==> src/rtl/sw_debounce.sv <==
// Debouncer for a bank of slide switches: two-flop synchronizer, shared sample-tick
// prescaler, and a per-bit stability counter that accepts a new level only after it persists.
module sw_debounce #(
  parameter int WIDTH        = 18,
  parameter int TICK_DIV     = 50000,
  parameter int STABLE_TICKS = 10
) (
  input  logic             clk,
  input  logic             reset,
  input  logic [WIDTH-1:0] in_sw,
  output logic [WIDTH-1:0] out_sw,
  output logic [WIDTH-1:0] changed
);

  localparam int PRE_W = (TICK_DIV > 1) ? $clog2(TICK_DIV) : 1;
  localparam int CNT_W = $clog2(STABLE_TICKS) + 1;
  localparam logic [PRE_W-1:0] PRE_LAST = PRE_W'(TICK_DIV - 1);
  localparam logic [CNT_W-1:0] CNT_LAST = CNT_W'(STABLE_TICKS - 1);

  logic [WIDTH-1:0]            sync1_q, sync1_d;
  logic [WIDTH-1:0]            sync2_q, sync2_d;
  logic [PRE_W-1:0]            pre_q, pre_d;
  logic [WIDTH-1:0]            out_q, out_d;
  logic [WIDTH-1:0]            changed_q, changed_d;
  logic [WIDTH-1:0][CNT_W-1:0] cnt_q, cnt_d;
  logic                        tick;

  always_ff @(posedge clk or posedge reset) begin
    if (reset) begin
      sync1_q   <= '0;
      sync2_q   <= '0;
      pre_q     <= '0;
      out_q     <= '0;
      changed_q <= '0;
      cnt_q     <= '0;
    end else begin
      sync1_q   <= sync1_d;
      sync2_q   <= sync2_d;
      pre_q     <= pre_d;
      out_q     <= out_d;
      changed_q <= changed_d;
      cnt_q     <= cnt_d;
    end
  end

  always_comb begin
    sync1_d   = in_sw;
    sync2_d   = sync1_q;
    tick      = (pre_q == PRE_LAST);
    pre_d     = tick ? '0 : pre_q + PRE_W'(1);
    out_d     = out_q;
    changed_d = '0;
    cnt_d     = cnt_q;
    // Any cycle the synchronized level agrees with the output throws away partial progress.
    for (int i = 0; i < WIDTH; i++) begin
      if (sync2_q[i] == out_q[i]) begin
        cnt_d[i] = '0;
      end else if (tick) begin
        if (cnt_q[i] == CNT_LAST) begin
          out_d[i]     = sync2_q[i];
          cnt_d[i]     = '0;
          changed_d[i] = 1'b1;
        end else begin
          cnt_d[i] = cnt_q[i] + CNT_W'(1);
        end
      end
    end
  end

  assign out_sw  = out_q;
  assign changed = changed_q;

endmodule

==> config.mk <==
export PLATFORM = sky130hd
export DESIGN_NAME = sw_debounce
export DESIGN_NICKNAME = d
export VERILOG_FILES = /design/src/rtl/sw_debounce.sv
export SDC_FILE = /design/constraint.sdc
export NUM_CORES = 1
export LEC_CHECK = 0
export ABC_AREA = 0
export BUFFER_PORTS_ARGS = -buffer_cell sky130_fd_sc_hd__buf_4
export CAP_MARGIN = 40
export CORE_ASPECT_RATIO = 0.7
export CORE_MARGIN = 2
export CORE_UTILIZATION = 55
export CTS_CLUSTER_SIZE = 16
export DETAILED_ROUTE_END_ITERATION = 6
export PLACE_DENSITY = 0.83
export SYNTH_ARGS = -nofsm -noshare
export SYNTH_HDL_FRONTEND = slang
export SYNTH_SLANG_ARGS = --single-unit
==> constraint.sdc <==
create_clock -name clk -period 5.9 [get_ports clk]
set_clock_uncertainty 0.05 [all_clocks]
set_input_delay 0.295 -clock clk [delete_from_list [all_inputs] [get_ports clk]]
set_output_delay 0.295 -clock clk [all_outputs]
set_load 0.005 [all_outputs]
Yosys cells after proc, flatten, opt, wreduce, memory -nomap -nowiden --
Cells that the tools add are included. W data, S select, Z words.
Storage, ports and cells: input port bits 20, output and inout port bits 36, flip-flop bits (word level) 178, logic and storage cells 259
Cells by class: add/subtract/negate cells 19, mux-type cells 109, bitwise logic cells 18, equality and inequality tests 37, reductions and logical operators 36
Operators with widths (number):
- $mux W5 | 54
- $add A5 B1 Y5 const B | 18
- $eq A5 B4 Y1 const B | 18
- $mux W1 | 54
- $reduce_and A3 Y1 | 18
- $reduce_bool A2 Y1 | 18
- $eq A1 B1 Y1 | 18
- $not A1 Y1 | 18
- $add A16 B1 Y16 const B | 1
- $eq A16 B16 Y1 const B | 1
- $mux W16 | 1

Logic depth before layout (Yosys ltp) --
Gate-level depths: netlist (run 1).
depth in word-level cells 4, mapped depth 7, gate-level depth less buffers 6

Least setup slack after synthesis (run 1) --
Ideal clock, no wire load.
path type register to register, start point register pre_q[0], end point register out_q[10] (netlist: out_sw[10]), stages on the path, launching flop included 8, path slack 3983 ps, required time 5725 ps, data arrival time 1742 ps, period minus slack after synthesis 1917 ps, path buffers 2, library setup time 125 ps, cell sequence dfrtp_1 > ha_1 > nor4b_4 > and4_1 > buf_2 > buf_2 > nand2_1 > mux2_2
On the way: word-level cells in the longest chain between the ends 2
RTL lines:
- start, declared | RTL line 22 | logic [PRE_W-1:0] pre_q, pre_d;
- start signal, assigned | RTL line 39 | pre_q <= pre_d;
- $eq A16 B16 Y1 | RTL line 49 | tick = (pre_q == PRE_LAST);
- $reduce_and A3 Y1 (no line)
- end signal, assigned | RTL line 40 | out_q <= out_d;
- end, declared | RTL line 23 | logic [WIDTH-1:0] out_q, out_d;
Every way passes these cells. A chain may end at the register's enable or synchronous reset.

Worst setup path in the final report (run 1) --
start point register pre_q[0], end point register cnt_q[62] (netlist bit)
On the way: word-level cells in the longest chain between the ends 2
RTL lines:
- $eq A16 B16 Y1 | RTL line 49
- $reduce_bool A2 Y1 (no line)
- end signal, assigned | RTL line 42 | cnt_q <= cnt_d;
- end, declared | RTL line 25 | logic [WIDTH-1:0][CNT_W-1:0] cnt_q, cnt_d;
Every way passes these cells.

==> impl_metrics.py, run 1 <==
metrics = {
    "synthesis": {
        "async_reset_ff_share_pct": 100,
        "avgSynthCellArea_sq_um": 11.0,
        "synth_ff_type": "dfrtp_1",
        "synth.cell_area_sq_um": 8010,
        "yosys-top-cells-area": "dfrtp_1 56%, ha_1 5.8%, a21oi_1 4.6%",
        "yosysUniqueCellTypes": 36,
        "postSynthCellCount": 725,
        "synth_top_cell_by_area": "dfrtp_1",
        "yosys-top-cells-count": "178 x dfrtp_1, 82 x nand2_1, 74 x a21oi_1, 41 x inv_1",
        "synth.net_count": 782,
        "yosys.area.top_type_share_pct": 55.6,
        "synth_seq_cells": 178,
        "yosysMostFrequentCell": "dfrtp_1",
        "yosys_warnings": 0,
        "synth_edf_count": 0,
        "yosysSeqAreaShare_pct": 55.6,
    },
    "grt": {
        "grt_pass1_vias": 5944,
        "met3_usage_pct": 4.45,
        "use_met1_pct": 27.3,
        "grt_busiest_layer": "met2",
        "gr-usage-all-layers_pct": 21.3,
        "antenna_found_initial": 0,
        "grt_use_met2_pct": 35.7,
        "grt_max_degree": 83,
        "gr-total-overflow": 0,
        "grt_pass1_wl_mm": 27.1,
    },
    "detailed_routing": {
        "route.antenna.remaining_nets": 0,
        "drtIter0Drc": 309,
        "routed-via-count": 5902,
        "route.detailed.drc": 0,
        "dr.pass1.iters": 4,
        "finalWirelength_mm": 15.8,
        "wl_per_cell_um": 15.7,
        "avgViaCountPerCell": 5.88,
    },
    "hold_path": {
        "worstHoldStart": "sync1_q[14]",
        "holdCritPathClass": "flip-flop to flip-flop",
        "min_path_cells": 0,
        "hold_path_end": "sync2_q[14]",
    },
    "floorplanning": {
        "rows": 36,
        "dieWidth_um": 148,
        "io_pins": 56,
        "die_height_um": 105,
        "initial_utilization_pct": 57.0,
        "core_sq_um": 14100,
        "die_area_sq_um": 15600,
    },
    "power": {
        "p_leak_nw": 4.07,
        "pwr_density_cell_nw_per_um2": 261,
        "p_total_mw": 2.47,
        "peakVddDrop_mv": 0.180,
    },
    "critical_path": {
        "r2r_slack_ns": 3.40,
        "crit_path_end_kind": "flip-flop",
        "startpoint_type": "flip-flop",
        "reg2reg_from": "pre_q[0]",
        "cp.arrival_ns": 2.80,
        "crit_type": "flip-flop to flip-flop",
        "worstPathRequired_ns": 6.19,
        "regToRegEndpoint": "cnt_q[62]",
        "r2r_cells": 7,
        "path_max_fanout": 82,
    },
    "timing": {
        "tightest_slew_ns": 1.02,
        "finalWorstSetupSlack_ns": 3.40,
        "hold_viol": 0,
        "finalSetupViolCount": 0,
        "fmax_mhz": 400,
        "rsz0062_at_grt": "false",
        "drv_slew": 0,
        "layout_min_cycle_time_ns": 2.50,
        "setup_tns_ns": 0,
        "relSlewSlack_pct": 30.9,
        "min_period_over_period_pct": 42.4,
        "holdWs_ns": 0.298,
    },
    "clock_network": {
        "h-tree-depth": 4,
        "cts.sinks": 178,
        "insertion_delay_ns": 0.43,
        "cts_root_buf": "clkbuf_16",
        "cts_resized": 0,
        "cts_made_buffers": 17,
        "clockBufferDepth": 2,
        "cts.clk_slew.worst_paths_ns": 0.07,
        "cts_tree": "built",
    },
    "status": {
        "outcome": "completed",
    },
    "placement": {
        "place_inst": 952,
        "post-place-ws_ns": 3.39,
        "dpl.hpwl_mm": 9.85,
        "place.gp.congestion": 0.725,
        "io_buffer_count": 55,
        "placed_area_sq_um": 8660,
    },
    "finish": {
        "area_delta_synth_final_pct": 18.4,
        "fin_area_sq_um": 9480,
        "multi_input_area_sq_um": 3310,
        "finalNonFillerCells": 1004,
        "diodes": 0,
        "drive_gt1_share_pct": 16.2,
        "ff_latch_area_sq_um": 4450,
        "fillers": 1035,
        "nNetsFinal": 858,
        "post-route-util_pct": 67.5,
    },
    "flow_run": {
        "cap_violations": 0,
    },
}
[critical path, cell delays in order (launching register included)]
cell	delay, ns
dfrtp_1	0.39
ha_1	0.25
nor4b_4	0.30
nand4_4	0.12
buf_4	0.32
buf_16	0.29
or4_1	0.50
a21oi_1	0.18
[sequential cells by signal, indices dropped and copies added (netlist names)]
name / count
sync2_q: 18
out_sw: 18
cnt_q: 90
pre_q: 16
sync1_q: 18
changed: 18
[final cells by class]
type                       count  area share, %
clock inverter                11           1.61
multi-input combinational    483           34.9
sequential                   178           47.0
inverter                      41           1.68
timing repair buffer          80           7.47
tap                          190           2.51
clock buffer                  21           4.86
[cells in the final DEF (no fill, tap or decap), types with 3 or more instances in the layout]
cell type      synthesis  final
o31ai_1               18     18
xnor2_1               28     28
bufinv_16              0      3
xor2_1                 4      4
dfrtp_1              178    178
buf_4                  0     57
a41oi_1               16     16
and3_1                 3      3
inv_6                  0      3
mux2_2                19     19
clkinvlp_4             0      3
clkbuf_16              0     17
a311oi_1              16     16
nor2_1                30     30
nor3_1                 8      8
ha_1                  37     37
nand3_1                8      8
inv_1                 41     40
a31o_2                16     16
o21ai_0               18     18
nor4bb_1              12     12
a21oi_1               74     74
or4_1                 36     36
dlygate4sd3_1          0     19
or3_1                 37     37
nand2_1               82     82
[logic make-up (layout without fill, tap and decap cells)]
logic type | after synthesis | count (layout) | share of synthesized area, %
AO/OA/AOI/OAI | 160 | 160 | 12.9
AND/OR/NAND/NOR | 234 | 234 | 16.4
buffers and inverters | 64 | 153 | 3.09
flip-flops | 178 | 178 | 55.6
XOR/XNOR | 32 | 32 | 3.50
adder cells (fa/ha/maj) | 37 | 37 | 5.78
multiplexers | 20 | 20 | 2.80
[worst max path at each step]
stage	from	to	slack (ns)	cells after the start
floorplan	reset	changed[0]	0.72	1
global placement	pre_q[0]	out_sw[15]	3.47	5
detailed placement	pre_q[0]	cnt_q[64]	3.39	7
CTS	pre_q[0]	cnt_q[62]	3.39	7
global route	pre_q[0]	cnt_q[57]	3.29	7
finish	pre_q[0]	cnt_q[62]	3.40	7
[power breakdown]
part	internal (mW)	total [mW]	switching, mW
Combinational	0.0227	0.0605	0.0378
Sequential	1.23	1.24	0.00575
Clock	0.693	1.17	0.479
Total	1.95	2.47	0.523
[routing by layer]
metal,up-vias,routed length [um],part of all wire [%]
li1,2784,-,-
met1,2963,7070,45
met2,126,7800,49
met3,29,584,3.7
met4,0,328,2.1
met5,-,0,0
[what timing repair did]
action	CTS	global route
hold endpoints to repair	55	0
buffers inserted	0	0
setup endpoints to repair	0	0
hold buffers	19	0
(Power assumes the default switching activity.)
==> run 2: changes to the inputs <==
- ABC_AREA: 0 -> 1
- PLACE_DENSITY: 0.83 -> 0.85
- clock period: 5.9 -> 2 ns (I/O delays scaled with it)
==> run 2 against run 1 <==
- total power grew to 2.9 times the previous value
- cell count increased by 26%
- synthesized cell count grew 31%
- cell area rose by 7.8%
- count of clock-buffer cells in the layout is 1 higher
- utilization shrank 1.1 points
==> impl_metrics.py, run 2 <==
metrics = {
    "synthesis": {
        "yosys-top-cells-area": "dfrtp_1 52%, nand3_1 9.8%, nand2_1 6.6%",
        "synth_seq_cells": 178,
        "synth-simple-area-share_pct": 26.3,
        "synth_top_family_by_area": "simple AND/OR/NAND/NOR gates",
        "synth.area.mux_share_pct": 0,
        "yosysMostFrequentCell": "dfrtp_1",
        "synth_top_cell_by_area": "dfrtp_1",
        "async_reset_ff_share_pct": 100,
        "synth_fa_ha_area_share_pct": 5.37,
        "yosys_warnings": 0,
        "synth_xor_area_share_pct": 7.42,
        "synth_ff_type": "dfrtp_1",
        "yosys-top-cells-count": "178 x dfrtp_1, 169 x nand3_1, 152 x nand2_1, 88 x inv_1, 84 x nor2_1",
        "synth.net_count": 1009,
        "yosysUniqueCellTypes": 22,
        "avgSynthCellArea_sq_um": 9.05,
        "synth_compound_area_share_pct": 2.72,
        "yosysSeqAreaShare_pct": 51.7,
        "synth.cell_area_sq_um": 8610,
        "yosys.area.top_type_share_pct": 51.7,
        "postSynthCellCount": 952,
        "synth_edf_count": 0,
    },
    "detailed_routing": {
        "route.detailed.drc": 0,
        "drtIter0Drc": 474,
        "dr.pass1.iters": 5,
        "finalWirelength_mm": 18.0,
        "wl_per_cell_um": 14.3,
        "route.antenna.remaining_nets": 0,
        "routed-via-count": 6866,
        "avgViaCountPerCell": 5.44,
    },
    "floorplanning": {
        "core_sq_um": 15400,
        "rows": 38,
        "io_pins": 56,
        "dieWidth_um": 154,
        "initial_utilization_pct": 55.9,
        "die_height_um": 109,
        "die_area_sq_um": 16700,
    },
    "finish": {
        "multi_input_area_sq_um": 3600,
        "layout_common_cells": "178 x dfrtp_1, 169 x nand3_1, 152 x nand2_1, 89 x buf_4, 87 x inv_1",
        "area_delta_synth_final_pct": 18.7,
        "largest_register_ffs": 90,
        "finalNonFillerCells": 1262,
        "ff_latch_area_sq_um": 4450,
        "layout_commonest_cell": "dfrtp_1",
        "top_register": "cnt_q",
        "diodes": 0,
        "fillers": 1184,
        "nNetsFinal": 1106,
        "fin_area_sq_um": 10200,
        "drive_gt1_share_pct": 13.1,
    },
    "clock_network": {
        "h-tree-depth": 4,
        "insertion_delay_ns": 0.44,
        "cts.clk_slew.worst_paths_ns": 0.07,
        "cts_made_buffers": 17,
        "cts.sinks": 178,
        "cts_tree": "built",
        "clockBufferDepth": 2,
        "cts_root_buf": "clkbuf_16",
    },
    "timing": {
        "finalSetupViolCount": 0,
        "rsz0062_at_grt": "false",
        "fmax_mhz": 542,
        "min_period_over_period_pct": 92.2,
        "relSlewSlack_pct": 52.1,
        "hold_viol": 0,
        "drv_slew": 0,
        "layout_min_cycle_time_ns": 1.84,
        "tightest_slew_ns": 0.713,
    },
    "critical_path": {
        "startpoint_type": "flip-flop",
        "cpMostUsedCell": "nand2_1",
        "crit_slowest_cell": "dfrtp_1",
        "path_cells": "ha_1, nand2_1, nor2_1, nand3_1, nor2_4, buf_12, nand2_1, o21ai_1",
        "path_max_fanout": 24,
        "worstPathRequired_ns": 2.30,
        "r2r_slack_ns": 0.16,
        "slowest_delay_ns": 0.37,
        "cp.arrival_ns": 2.14,
        "regToRegEndpoint": "cnt_q[2]",
        "crit_type": "flip-flop to flip-flop",
        "r2r_cells": 8,
        "crit_path_end_kind": "flip-flop",
        "reg2reg_from": "pre_q[0]",
    },
    "placement": {
        "io_buffer_count": 55,
        "place_inst": 1210,
        "dpl.hpwl_mm": 11.0,
        "place.gp.congestion": 0.842,
        "placed_area_sq_um": 9430,
    },
    "hold_path": {
        "hold_path_end": "sync1_q[3]",
        "min_path_cells": 2,
        "worstHoldStart": "in_sw[3]",
        "holdCritPathClass": "input port to flip-flop",
    },
    "grt": {
        "gr-total-overflow": 0,
        "grt_pass1_vias": 6597,
        "grt_busiest_layer": "met2",
        "use_met1_pct": 30.1,
        "grt_pass1_wl_mm": 30.4,
        "antenna_found_initial": 0,
        "met3_usage_pct": 3.86,
        "grt_use_met2_pct": 37.8,
        "grt_max_degree": 94,
        "gr-usage-all-layers_pct": 22.4,
    },
    "status": {
        "outcome": "completed",
    },
    "power": {
        "peakVddDrop_mv": 0.511,
        "p_leak_nw": 5.14,
        "p_total_mw": 7.15,
        "pwr_density_cell_nw_per_um2": 699,
    },
    "flow_run": {
        "cap_violations": 0,
    },
}
-- run 2: changes by cell type in the layout (fill, tap and decap cells not counted), sizes merged, moves of 34 or more --
cell,previous run,this run
or4,36,0
nand3,8,169
nand2,82,153
a21oi,74,3
inv,43,90
xor2,4,41
or3,37,0
buf,61,95
nand4,3,55
nor2,30,87
-- run 2: timing repair --
| item | CTS | global route |
|---|---|---|
| buffers inserted | 0 | 0 |
| resized for setup | 0 | 0 |
| hold buffers | 19 | 0 |
| endpoints found under the hold margin | 196 | 0 |
| endpoints found under the setup margin | 0 | 5 |
-- run 2: cell families (layout without fill, tap and decap cells) --
group | count (synthesis) | count (layout)
adder cells (fa/ha/maj) | 37 | 37
AND/OR/NAND/NOR | 492 | 492
flip-flops | 178 | 178
XOR/XNOR | 73 | 73
AO/OA/AOI/OAI | 46 | 46
buffers and inverters | 126 | 236
-- run 2: worst max-delay path: cells and delay by family (launching register included) --
family          cells  cell delay (ns)
buf+inv             1             0.21
fa+ha+maj           1             0.20
simple gates        5             0.73
flops               1             0.37
compound gates      1             0.19
-- run 2: worst max-delay path by stage --
stage                     startpoint         end
after global routing        pre_q[0]    cnt_q[1]
after detailed placement    pre_q[0]    cnt_q[4]
after global placement      pre_q[0]    cnt_q[2]
after floorplan                reset  changed[0]
final                       pre_q[0]    cnt_q[2]
after CTS                   pre_q[0]    cnt_q[4]
-- run 2: stage by stage --
| step | utilization (%) | hold WS, ns | TNS (ns) | worst slack [ns] |
|---|---|---|---|---|
| floorplan | - | 0.0814 | -76.65 | -0.431 |
| global placement | 61.2 | 0.159 | 0 | 0.243 |
| detailed placement | 61.2 | 0.160 | 0 | 0.156 |
| CTS | 66.2 | 0.252 | 0 | 0.140 |
| global route | 66.3 | 0.258 | 0 | 0.0205 |
| finish | 66.3 | 0.256 | 0 | 0.156 |
-- run 2: cell type report --
type	count	area share [%]
Inverter	89	3.31
Multi-Input combinational cell	648	35.2
Clock inverter	10	0.979
Clock buffer	22	4.64
Timing Repair Buffer	115	9.82
Tap cell	200	2.45
Sequential cell	178	43.6
-- run 2: routing by layer --
metal | part of all wire, % | wire length, um
met1 | 46 | 8240
met2 | 48 | 8630
met3 | 4.7 | 852
met4 | 1.6 | 286
met5 | 0 | 0
-- run 2: report_power, final --
| group | total [mW] | switching [mW] | internal, mW | leakage [nW] |
|---|---|---|---|---|
| Clock | 3.26 | 1.43 | 1.82 | 0.269 |
| Sequential | 3.66 | 0.0195 | 3.64 | 2.39 |
| Combinational | 0.234 | 0.147 | 0.0873 | 2.48 |
| Total | 7.15 | 1.60 | 5.55 | 5.14 |
